===== src/rtl/wb_regfile_unit_pkg.sv =====
// Shared constants and helpers for the write-back / register-file unit.
package wb_regfile_unit_pkg;

  localparam int NUM_REGS = 32;
  localparam int REG_ZERO = 0;
  localparam int REG_RA   = 31;
  localparam int DATA_W   = 32;
  localparam int ADDR_W   = 5;

  // Source of the value written back into the register file
  typedef enum logic [1:0] {
    WB_SRC_ALU  = 2'd0,
    WB_SRC_LOAD = 2'd1,
    WB_SRC_LINK = 2'd2
  } wbSrcE;

  // Link beats MemToReg, which beats the ALU result
  function automatic wbSrcE selectWbSrc(input logic link, input logic memToReg);
    if (link)          return WB_SRC_LINK;
    else if (memToReg) return WB_SRC_LOAD;
    else               return WB_SRC_ALU;
  endfunction

endpackage


===== src/rtl/wb_regfile_unit_if.sv =====
// MEM/WB bus into the write-back unit plus its decode-side read and forwarding outputs.
interface wb_regfile_unit_if #(
  parameter int DATA_W = 32,
  parameter int ADDR_W = 5
);

  logic                  MemToRegIn;
  logic                  RegWriteIn;
  logic                  HiSrcIn;
  logic                  LoSrcIn;
  logic                  LinkIn;
  logic                  HiWriteIn;
  logic                  LoWriteIn;
  logic [DATA_W-1:0]     LoadDataIn;
  logic [DATA_W-1:0]     ALUResultIn;
  logic [DATA_W-1:0]     PC4In;
  logic [2*DATA_W-1:0]   ALU64ResultIn;
  logic [ADDR_W-1:0]     RegDstIn;
  logic [ADDR_W-1:0]     ReadReg1;
  logic [ADDR_W-1:0]     ReadReg2;
  logic [DATA_W-1:0]     ReadData1;
  logic [DATA_W-1:0]     ReadData2;
  logic [DATA_W-1:0]     HiOut;
  logic [DATA_W-1:0]     LoOut;
  logic                  FwdValid;
  logic [ADDR_W-1:0]     FwdReg;
  logic [DATA_W-1:0]     FwdData;
  logic [31:0]           RetireCount;

  modport master (
    output MemToRegIn, RegWriteIn, HiSrcIn, LoSrcIn, LinkIn, HiWriteIn, LoWriteIn,
    output LoadDataIn, ALUResultIn, PC4In, ALU64ResultIn, RegDstIn, ReadReg1, ReadReg2,
    input  ReadData1, ReadData2, HiOut, LoOut, FwdValid, FwdReg, FwdData, RetireCount
  );

  modport slave (
    input  MemToRegIn, RegWriteIn, HiSrcIn, LoSrcIn, LinkIn, HiWriteIn, LoWriteIn,
    input  LoadDataIn, ALUResultIn, PC4In, ALU64ResultIn, RegDstIn, ReadReg1, ReadReg2,
    output ReadData1, ReadData2, HiOut, LoOut, FwdValid, FwdReg, FwdData, RetireCount
  );

endinterface


===== src/rtl/wb_regfile_unit_regfile_32x32.sv =====
// 32-entry register array with two write-through read ports; register 0 reads as zero.
module regfile_32x32 #(
  parameter int DATA_W = 32,
  parameter int ADDR_W = 5
) (
  input  logic              Clk,
  input  logic              Reset_n,
  input  logic              WriteEnable,
  input  logic [ADDR_W-1:0] WriteAddr,
  input  logic [DATA_W-1:0] WriteData,
  input  logic [ADDR_W-1:0] ReadReg1,
  input  logic [ADDR_W-1:0] ReadReg2,
  output logic [DATA_W-1:0] ReadData1,
  output logic [DATA_W-1:0] ReadData2
);
  import wb_regfile_unit_pkg::*;

  logic [DATA_W-1:0] regs [NUM_REGS];

  // Store the write-back value; the caller already masks writes to register 0
  always_ff @(posedge Clk or negedge Reset_n) begin
    if (!Reset_n) begin
      for (int i = 0; i < NUM_REGS; i++) regs[i] <= '0;
    end else if (WriteEnable) begin
      regs[WriteAddr] <= WriteData;
    end
  end

  // Read ports: zero register, then same-cycle bypass of the pending write, then storage
  always_comb begin
    ReadData1 = regs[ReadReg1];
    ReadData2 = regs[ReadReg2];
    if (ReadReg1 == ADDR_W'(REG_ZERO))                  ReadData1 = '0;
    else if (WriteEnable && (WriteAddr == ReadReg1))    ReadData1 = WriteData;
    if (ReadReg2 == ADDR_W'(REG_ZERO))                  ReadData2 = '0;
    else if (WriteEnable && (WriteAddr == ReadReg2))    ReadData2 = WriteData;
  end

endmodule


===== src/rtl/wb_regfile_unit.sv =====
// Write-back stage: result mux, register file, Hi/Lo pair, forwarding tap and retire counter.
module wb_regfile_unit #(
  parameter int DATA_W = 32,
  parameter int ADDR_W = 5
) (
  input logic              Clk,
  input logic              Reset_n,
  wb_regfile_unit_if.slave wb
);
  import wb_regfile_unit_pkg::*;

  wbSrcE             wbSrc;
  logic [DATA_W-1:0] writeData;
  logic              regWriteEn;
  logic [DATA_W-1:0] hiNext;
  logic [DATA_W-1:0] loNext;
  logic [DATA_W-1:0] hiReg;
  logic [DATA_W-1:0] loReg;
  logic [31:0]       retireCount;
  logic              retireEvent;

  // Pick the write-back value and the next Hi/Lo candidates
  always_comb begin
    wbSrc     = selectWbSrc(wb.LinkIn, wb.MemToRegIn);
    writeData = wb.ALUResultIn;
    case (wbSrc)
      WB_SRC_LINK: writeData = wb.PC4In;
      WB_SRC_LOAD: writeData = wb.LoadDataIn;
      default:     writeData = wb.ALUResultIn;
    endcase
    hiNext      = wb.HiSrcIn ? wb.ALUResultIn : wb.ALU64ResultIn[2*DATA_W-1:DATA_W];
    loNext      = wb.LoSrcIn ? wb.ALUResultIn : wb.ALU64ResultIn[DATA_W-1:0];
    regWriteEn  = wb.RegWriteIn && (wb.RegDstIn != ADDR_W'(REG_ZERO));
    retireEvent = regWriteEn || wb.HiWriteIn || wb.LoWriteIn;
  end

  regfile_32x32 #(.DATA_W(DATA_W), .ADDR_W(ADDR_W)) uRegfile (
    .Clk        (Clk),
    .Reset_n    (Reset_n),
    .WriteEnable(regWriteEn),
    .WriteAddr  (wb.RegDstIn),
    .WriteData  (writeData),
    .ReadReg1   (wb.ReadReg1),
    .ReadReg2   (wb.ReadReg2),
    .ReadData1  (wb.ReadData1),
    .ReadData2  (wb.ReadData2)
  );

  // Hi and Lo update independently under their own enables
  always_ff @(posedge Clk or negedge Reset_n) begin
    if (!Reset_n) begin
      hiReg <= '0;
      loReg <= '0;
    end else begin
      if (wb.HiWriteIn) hiReg <= hiNext;
      if (wb.LoWriteIn) loReg <= loNext;
    end
  end

  // One count per cycle that commits anything; wraps silently
  always_ff @(posedge Clk or negedge Reset_n) begin
    if (!Reset_n)         retireCount <= '0;
    else if (retireEvent) retireCount <= retireCount + 32'd1;
  end

  // Bypassed Hi/Lo view and the forwarding tap
  always_comb begin
    wb.HiOut       = wb.HiWriteIn ? hiNext : hiReg;
    wb.LoOut       = wb.LoWriteIn ? loNext : loReg;
    wb.FwdValid    = regWriteEn;
    wb.FwdReg      = wb.RegDstIn;
    wb.FwdData     = writeData;
    wb.RetireCount = retireCount;
  end

endmodule


===== src/flat_wrapper.sv =====
// flat-port wrapper written by rule: the top's interface ports become plain ports
module wb_regfile_unit_flat import wb_regfile_unit_pkg::*;
#(
  parameter int DATA_W = 32,
  parameter int ADDR_W = 5
)
  (Clk, Reset_n, wb_MemToRegIn, wb_RegWriteIn, wb_HiSrcIn, wb_LoSrcIn, wb_LinkIn, wb_HiWriteIn, wb_LoWriteIn, wb_LoadDataIn, wb_ALUResultIn, wb_PC4In, wb_ALU64ResultIn, wb_RegDstIn, wb_ReadReg1, wb_ReadReg2, wb_ReadData1, wb_ReadData2, wb_HiOut, wb_LoOut, wb_FwdValid, wb_FwdReg, wb_FwdData, wb_RetireCount);
  wb_regfile_unit_if #(.DATA_W(DATA_W), .ADDR_W(ADDR_W)) wb_i ();
  input logic Clk;
  input logic Reset_n;
  input wire logic [$bits(wb_i.MemToRegIn)-1:0] wb_MemToRegIn;
  input wire logic [$bits(wb_i.RegWriteIn)-1:0] wb_RegWriteIn;
  input wire logic [$bits(wb_i.HiSrcIn)-1:0] wb_HiSrcIn;
  input wire logic [$bits(wb_i.LoSrcIn)-1:0] wb_LoSrcIn;
  input wire logic [$bits(wb_i.LinkIn)-1:0] wb_LinkIn;
  input wire logic [$bits(wb_i.HiWriteIn)-1:0] wb_HiWriteIn;
  input wire logic [$bits(wb_i.LoWriteIn)-1:0] wb_LoWriteIn;
  input wire logic [$bits(wb_i.LoadDataIn)-1:0] wb_LoadDataIn;
  input wire logic [$bits(wb_i.ALUResultIn)-1:0] wb_ALUResultIn;
  input wire logic [$bits(wb_i.PC4In)-1:0] wb_PC4In;
  input wire logic [$bits(wb_i.ALU64ResultIn)-1:0] wb_ALU64ResultIn;
  input wire logic [$bits(wb_i.RegDstIn)-1:0] wb_RegDstIn;
  input wire logic [$bits(wb_i.ReadReg1)-1:0] wb_ReadReg1;
  input wire logic [$bits(wb_i.ReadReg2)-1:0] wb_ReadReg2;
  output wire logic [$bits(wb_i.ReadData1)-1:0] wb_ReadData1;
  output wire logic [$bits(wb_i.ReadData2)-1:0] wb_ReadData2;
  output wire logic [$bits(wb_i.HiOut)-1:0] wb_HiOut;
  output wire logic [$bits(wb_i.LoOut)-1:0] wb_LoOut;
  output wire logic [$bits(wb_i.FwdValid)-1:0] wb_FwdValid;
  output wire logic [$bits(wb_i.FwdReg)-1:0] wb_FwdReg;
  output wire logic [$bits(wb_i.FwdData)-1:0] wb_FwdData;
  output wire logic [$bits(wb_i.RetireCount)-1:0] wb_RetireCount;
  assign wb_i.MemToRegIn = wb_MemToRegIn;
  assign wb_i.RegWriteIn = wb_RegWriteIn;
  assign wb_i.HiSrcIn = wb_HiSrcIn;
  assign wb_i.LoSrcIn = wb_LoSrcIn;
  assign wb_i.LinkIn = wb_LinkIn;
  assign wb_i.HiWriteIn = wb_HiWriteIn;
  assign wb_i.LoWriteIn = wb_LoWriteIn;
  assign wb_i.LoadDataIn = wb_LoadDataIn;
  assign wb_i.ALUResultIn = wb_ALUResultIn;
  assign wb_i.PC4In = wb_PC4In;
  assign wb_i.ALU64ResultIn = wb_ALU64ResultIn;
  assign wb_i.RegDstIn = wb_RegDstIn;
  assign wb_i.ReadReg1 = wb_ReadReg1;
  assign wb_i.ReadReg2 = wb_ReadReg2;
  assign wb_ReadData1 = wb_i.ReadData1;
  assign wb_ReadData2 = wb_i.ReadData2;
  assign wb_HiOut = wb_i.HiOut;
  assign wb_LoOut = wb_i.LoOut;
  assign wb_FwdValid = wb_i.FwdValid;
  assign wb_FwdReg = wb_i.FwdReg;
  assign wb_FwdData = wb_i.FwdData;
  assign wb_RetireCount = wb_i.RetireCount;
  wb_regfile_unit #(.DATA_W(DATA_W), .ADDR_W(ADDR_W)) u_core (.Clk(Clk), .Reset_n(Reset_n), .wb(wb_i));
endmodule

===== config.mk =====
export PLATFORM = sky130hd
export DESIGN_NAME = wb_regfile_unit_flat
export DESIGN_NICKNAME = d
export VERILOG_FILES = /design/src/rtl/wb_regfile_unit_pkg.sv /design/src/rtl/wb_regfile_unit_if.sv /design/src/rtl/wb_regfile_unit_regfile_32x32.sv /design/src/rtl/wb_regfile_unit.sv /design/src/flat_wrapper.sv
export SDC_FILE = /design/constraint.sdc
export NUM_CORES = 2
export LEC_CHECK = 0
export ABC_AREA = 1
export CORE_MARGIN = 8
export CORE_UTILIZATION = 40
export CTS_BUF_LIST = sky130_fd_sc_hd__clkbuf_16
export CTS_CLUSTER_DIAMETER = 150
export DETAILED_ROUTE_END_ITERATION = 6
export SKIP_LAST_GASP = 1
export SYNTH_ARGS = -nofsm -noshare
export SYNTH_HDL_FRONTEND = slang
export SYNTH_SLANG_ARGS = --single-unit

===== constraint.sdc =====
create_clock -name Clk -period 5.25 [get_ports Clk]
set_input_delay 1.575 -clock Clk [delete_from_list [all_inputs] [get_ports Clk]]
set_output_delay 1.575 -clock Clk [all_outputs]
set_load 0.03 [all_outputs]

==> metrics.txt <==
# TYPE chip_impl_metric gauge
chip_impl_metric{name="final-hold-violation-count",unit=""} 0
chip_impl_metric{name="floorplan.die.height",unit="um"} 412
chip_impl_info{name="timing.hold.worst.start",value="u_core.uRegfile.regs[1005]"} 1
chip_impl_metric{name="design_power_total",unit="uW"} 28100
chip_impl_info{name="violations",value="design-rule violations"} 1
chip_impl_info{name="hold_path_end",value="u_core.uRegfile.regs[1005]"} 1
chip_impl_metric{name="routedWlPerCell",unit="um"} 25.1
chip_impl_metric{name="stdcell_area",unit="sq um"} 75700
chip_impl_metric{name="synth_fp_nets",unit=""} 8849
chip_impl_metric{name="timing.max_cap.violations",unit=""} 0
chip_impl_metric{name="timing.hold.worst_path_depth",unit=""} 0
chip_impl_metric{name="place.port_buffers",unit=""} 381
chip_impl_metric{name="remaining_drc_errors",unit=""} 1
chip_impl_metric{name="max-clock-path-buffers",unit=""} 3
chip_impl_metric{name="drive_above_1_share",unit="%"} 10.1
chip_impl_metric{name="finalSetupViolations",unit=""} 0
chip_impl_metric{name="dpl_cell_area",unit="sq um"} 71600
chip_impl_info{name="path_class",value="in -> out"} 1
chip_impl_metric{name="first_pass_iters",unit=""} 7
chip_impl_metric{name="final_weighted_congestion_in_routability_driven_placement",unit=""} 0.910
chip_impl_metric{name="area_added_between_synthesis_and_finish",unit="%"} 20.4
chip_impl_metric{name="number_of_sinks_driven_by_the_clock_tree",unit=""} 1120
chip_impl_metric{name="post-place-cells",unit=""} 10700
chip_impl_metric{name="clock_skew",unit="ps"} 6.39
chip_impl_metric{name="final_period_minus_worst_setup_slack",unit="ps"} 5240
chip_impl_metric{name="clkSlewWorstSetupHoldPaths",unit="ps"} 50
chip_impl_metric{name="core_area",unit="sq um"} 156000
chip_impl_metric{name="maxClockFrequency",unit="MHz"} 191
chip_impl_metric{name="min_period_over_period",unit="%"} 99.8
chip_impl_metric{name="detailedPlacementHpwl",unit="um"} 178000
chip_impl_metric{name="grt.total_usage",unit="%"} 31.4
chip_impl_metric{name="worst-slew-pin-transition",unit="ps"} 1030
chip_impl_metric{name="synthCells",unit=""} 8664
chip_impl_info{name="hold_class",value="reg -> reg"} 1
chip_impl_metric{name="synth.distinct_cells",unit=""} 35
chip_impl_metric{name="worst-r2r-cell-count",unit=""} 9
chip_impl_info{name="run_status",value="complete, but fails checks"} 1
chip_impl_metric{name="cts_hold_buf",unit=""} 0
chip_impl_metric{name="cp_data_arrival_time",unit="ps"} 3670
chip_impl_metric{name="die_area",unit="sq um"} 170000
chip_impl_metric{name="pins_over_slew_limit",unit=""} 0
chip_impl_metric{name="final.hold.worst_slack",unit="ps"} 392
chip_impl_info{name="r2r-start",value="u_core.wb.RetireCount[0]"} 1
chip_impl_metric{name="area.sequential",unit="sq um"} 28000
chip_impl_metric{name="num-fill-cells",unit=""} 15400
chip_impl_info{name="start_kind",value="input pin"} 1
chip_impl_metric{name="number_of_buffers_inserted_to_repair_setup_after_cts",unit=""} 0
chip_impl_metric{name="syn_area",unit="sq um"} 62900
chip_impl_metric{name="clock_insertion_delay_worst_skew",unit="ps"} 760
chip_impl_metric{name="multiInputGateArea",unit="sq um"} 28900
chip_impl_metric{name="starting_drc_count_in_detailed_routing",unit=""} 8237
chip_impl_metric{name="yosysWarningCount",unit=""} 0
chip_impl_metric{name="synth_largest_type_area_fraction",unit="%"} 44.6
chip_impl_info{name="synth.largest_area_cell",value="dfrtp_1"} 1
chip_impl_metric{name="final_cells",unit=""} 10900
chip_impl_metric{name="critPathMaxFanout",unit=""} 25
chip_impl_metric{name="routed-via-count",unit=""} 64000
chip_impl_metric{name="first_global_vias",unit=""} 60400
chip_impl_info{name="most_area_consuming_cells_after_synthesis",value="dfrtp_1 45%, a21oi_1 10%, nand2_1 8.4%, nand3_1 7.3%, nor2_1 6.2%"} 1
chip_impl_metric{name="pin_count_of_the_biggest_net_entering_global_routing",unit=""} 129
chip_impl_metric{name="yosys_register_bits",unit=""} 1120
chip_impl_info{name="final_cell_mix",value="1401 x nand2_1, 1258 x a21oi_1, 1120 x dfrtp_1"} 1
chip_impl_info{name="timing.critical_path.to_type",value="output pin"} 1
chip_impl_metric{name="overflow",unit=""} 0
chip_impl_metric{name="max-slew-margin-rel",unit="%"} 31.5
chip_impl_metric{name="power_density_of_the_placed_cells",unit="nW/um^2"} 371
chip_impl_metric{name="numCtsBuffers",unit=""} 135
chip_impl_info{name="clock_tree.root_cell",value="clkbuf_16"} 1
chip_impl_metric{name="timing.critical_path.required",unit="ps"} 3680
chip_impl_info{name="most_frequent_standard_cell_in_the_layout_excluding_fill_and_tap_cells",value="nand2_1"} 1
chip_impl_metric{name="finalWirelength",unit="um"} 274000
chip_impl_metric{name="clock_tree.htree_level_count",unit=""} 4
chip_impl_metric{name="p_leak",unit="uW"} 0.0341
chip_impl_info{name="r2r_end",value="u_core.wb.RetireCount[21]"} 1
chip_impl_metric{name="grt_pass1_wl",unit="um"} 403000
chip_impl_metric{name="num_io_pins",unit=""} 382
chip_impl_metric{name="layout.nets",unit=""} 8955
chip_impl_metric{name="antenna_violating_nets_post_route",unit=""} 0
chip_impl_metric{name="die_x",unit="um"} 412
chip_impl_info{name="cts_tree",value="built"} 1
chip_impl_metric{name="irDropWorstVdd",unit="V"} 0.000376
chip_impl_metric{name="initial_util",unit="%"} 40.3
chip_impl_metric{name="synth_area_per_cell",unit="sq um"} 7.26
chip_impl_metric{name="regToRegSetupSlack",unit="ps"} 3300
chip_impl_metric{name="avgViaCountPerCell",unit=""} 5.85
chip_impl_metric{name="share_of_synthesized_area_occupied_by_flip_flops_and_latches",unit="%"} 44.6
chip_impl_metric{name="rows",unit=""} 145
chip_impl_metric{name="grt_antenna_before_repair",unit=""} 19
what timing repair did:
item / CTS / global route
pin swaps: 1 / 3
gates cloned: 0 / 1
resized for setup: 13 / 22
setup endpoints to repair: 11 / 38
endpoints found under the hold margin: 0 / 0
logic make-up after synthesis:
family	share of synthesized area, %
compound gates	21.9
xor+xnor	0.404
fa+ha+maj	0.0199
buf+inv	9.90
flops	44.6
simple gates	23.2
final cells by class:
cell class | instances | share of cell area (%)
clock inverters | 101 | 0.803
flip-flops and latches | 1120 | 37.0
inverters | 699 | 3.52
clock buffers | 136 | 4.50
well taps | 2058 | 3.40
diodes | 9 | 0.0298
repair buffers | 806 | 12.6
multi-input cells | 6008 | 38.1
worst max path at each step:
stage | from | to | cells past startpoint
final | wb_LinkIn | wb_ReadData2[7] | 10
after global routing | wb_LinkIn | wb_ReadData2[7] | 10
after CTS | wb_LinkIn | wb_ReadData1[9] | 10
after detailed placement | wb_LinkIn | wb_ReadData1[9] | 10
after global placement | wb_LinkIn | wb_ReadData1[9] | 10
after floorplan | wb_LinkIn | wb_ReadData1[12] | 10
synth_stat cells, drive strengths merged:
cell type and count:
nand3b 1, xnor2 6, a211oi 8, clkbuf 457, o211ai 461, and3 25, nand3 916, buf 380
nor4 2, nand2 1402, a21oi 1264, nor2 1063, ha 1, a31oi 69, or2 42, nand4 8
dfrtp 1120, inv 699, xor2 23, o21a 1, o21ai 691, nor3 25
state kept, by name, indices dropped and copies added, names as in the netlist:
signal	cells
u_core.loReg	32
u_core.wb.RetireCount	32
u_core.hiReg	32
u_core.uRegfile.regs	1024
worst max-delay path: stages:
cell and delay (ps):
clkdlybuf4s50_1 530, or2_1 170, inv_4 70, buf_12 160, nand2_1 60, and3_1 440, inv_1 180, o21ai_0 250
a21oi_2 70, buf_12 140
where the power goes:
group	internal, uW	total (uW)	leakage [uW]	switching, uW
clock	4890	8790	0.00210	3900
combinational	2860	7470	0.0185	4620
sequential	10600	11800	0.0134	1220
per-layer routing:
layer | part of all wire [%] | wire, um | track usage (%) | up-vias
li1 | - | - | - | 29100
met1 | 41 | 111000 | 42.4 | 30600
met2 | 43 | 118000 | 47.1 | 3566
met3 | 11 | 30800 | 8.23 | 753
met4 | 4.9 | 13500 | 14.1 | 10
met5 | 0.024 | 65 | 0 | -
per-stage QoR:
stage | TNS (ps) | util [%] | setup WS (ps)
CTS | -63.9 | 48.4 | -63.9
global route | -18.6 | 48.5 | -12.3
detailed placement | -702 | 45.8 | -334
global placement | -785 | 45.8 | -345
finish | 0 | 48.5 | 9.20
floorplan | 0 | - | 334
Note: power is estimated with default switching activity, not from simulation.
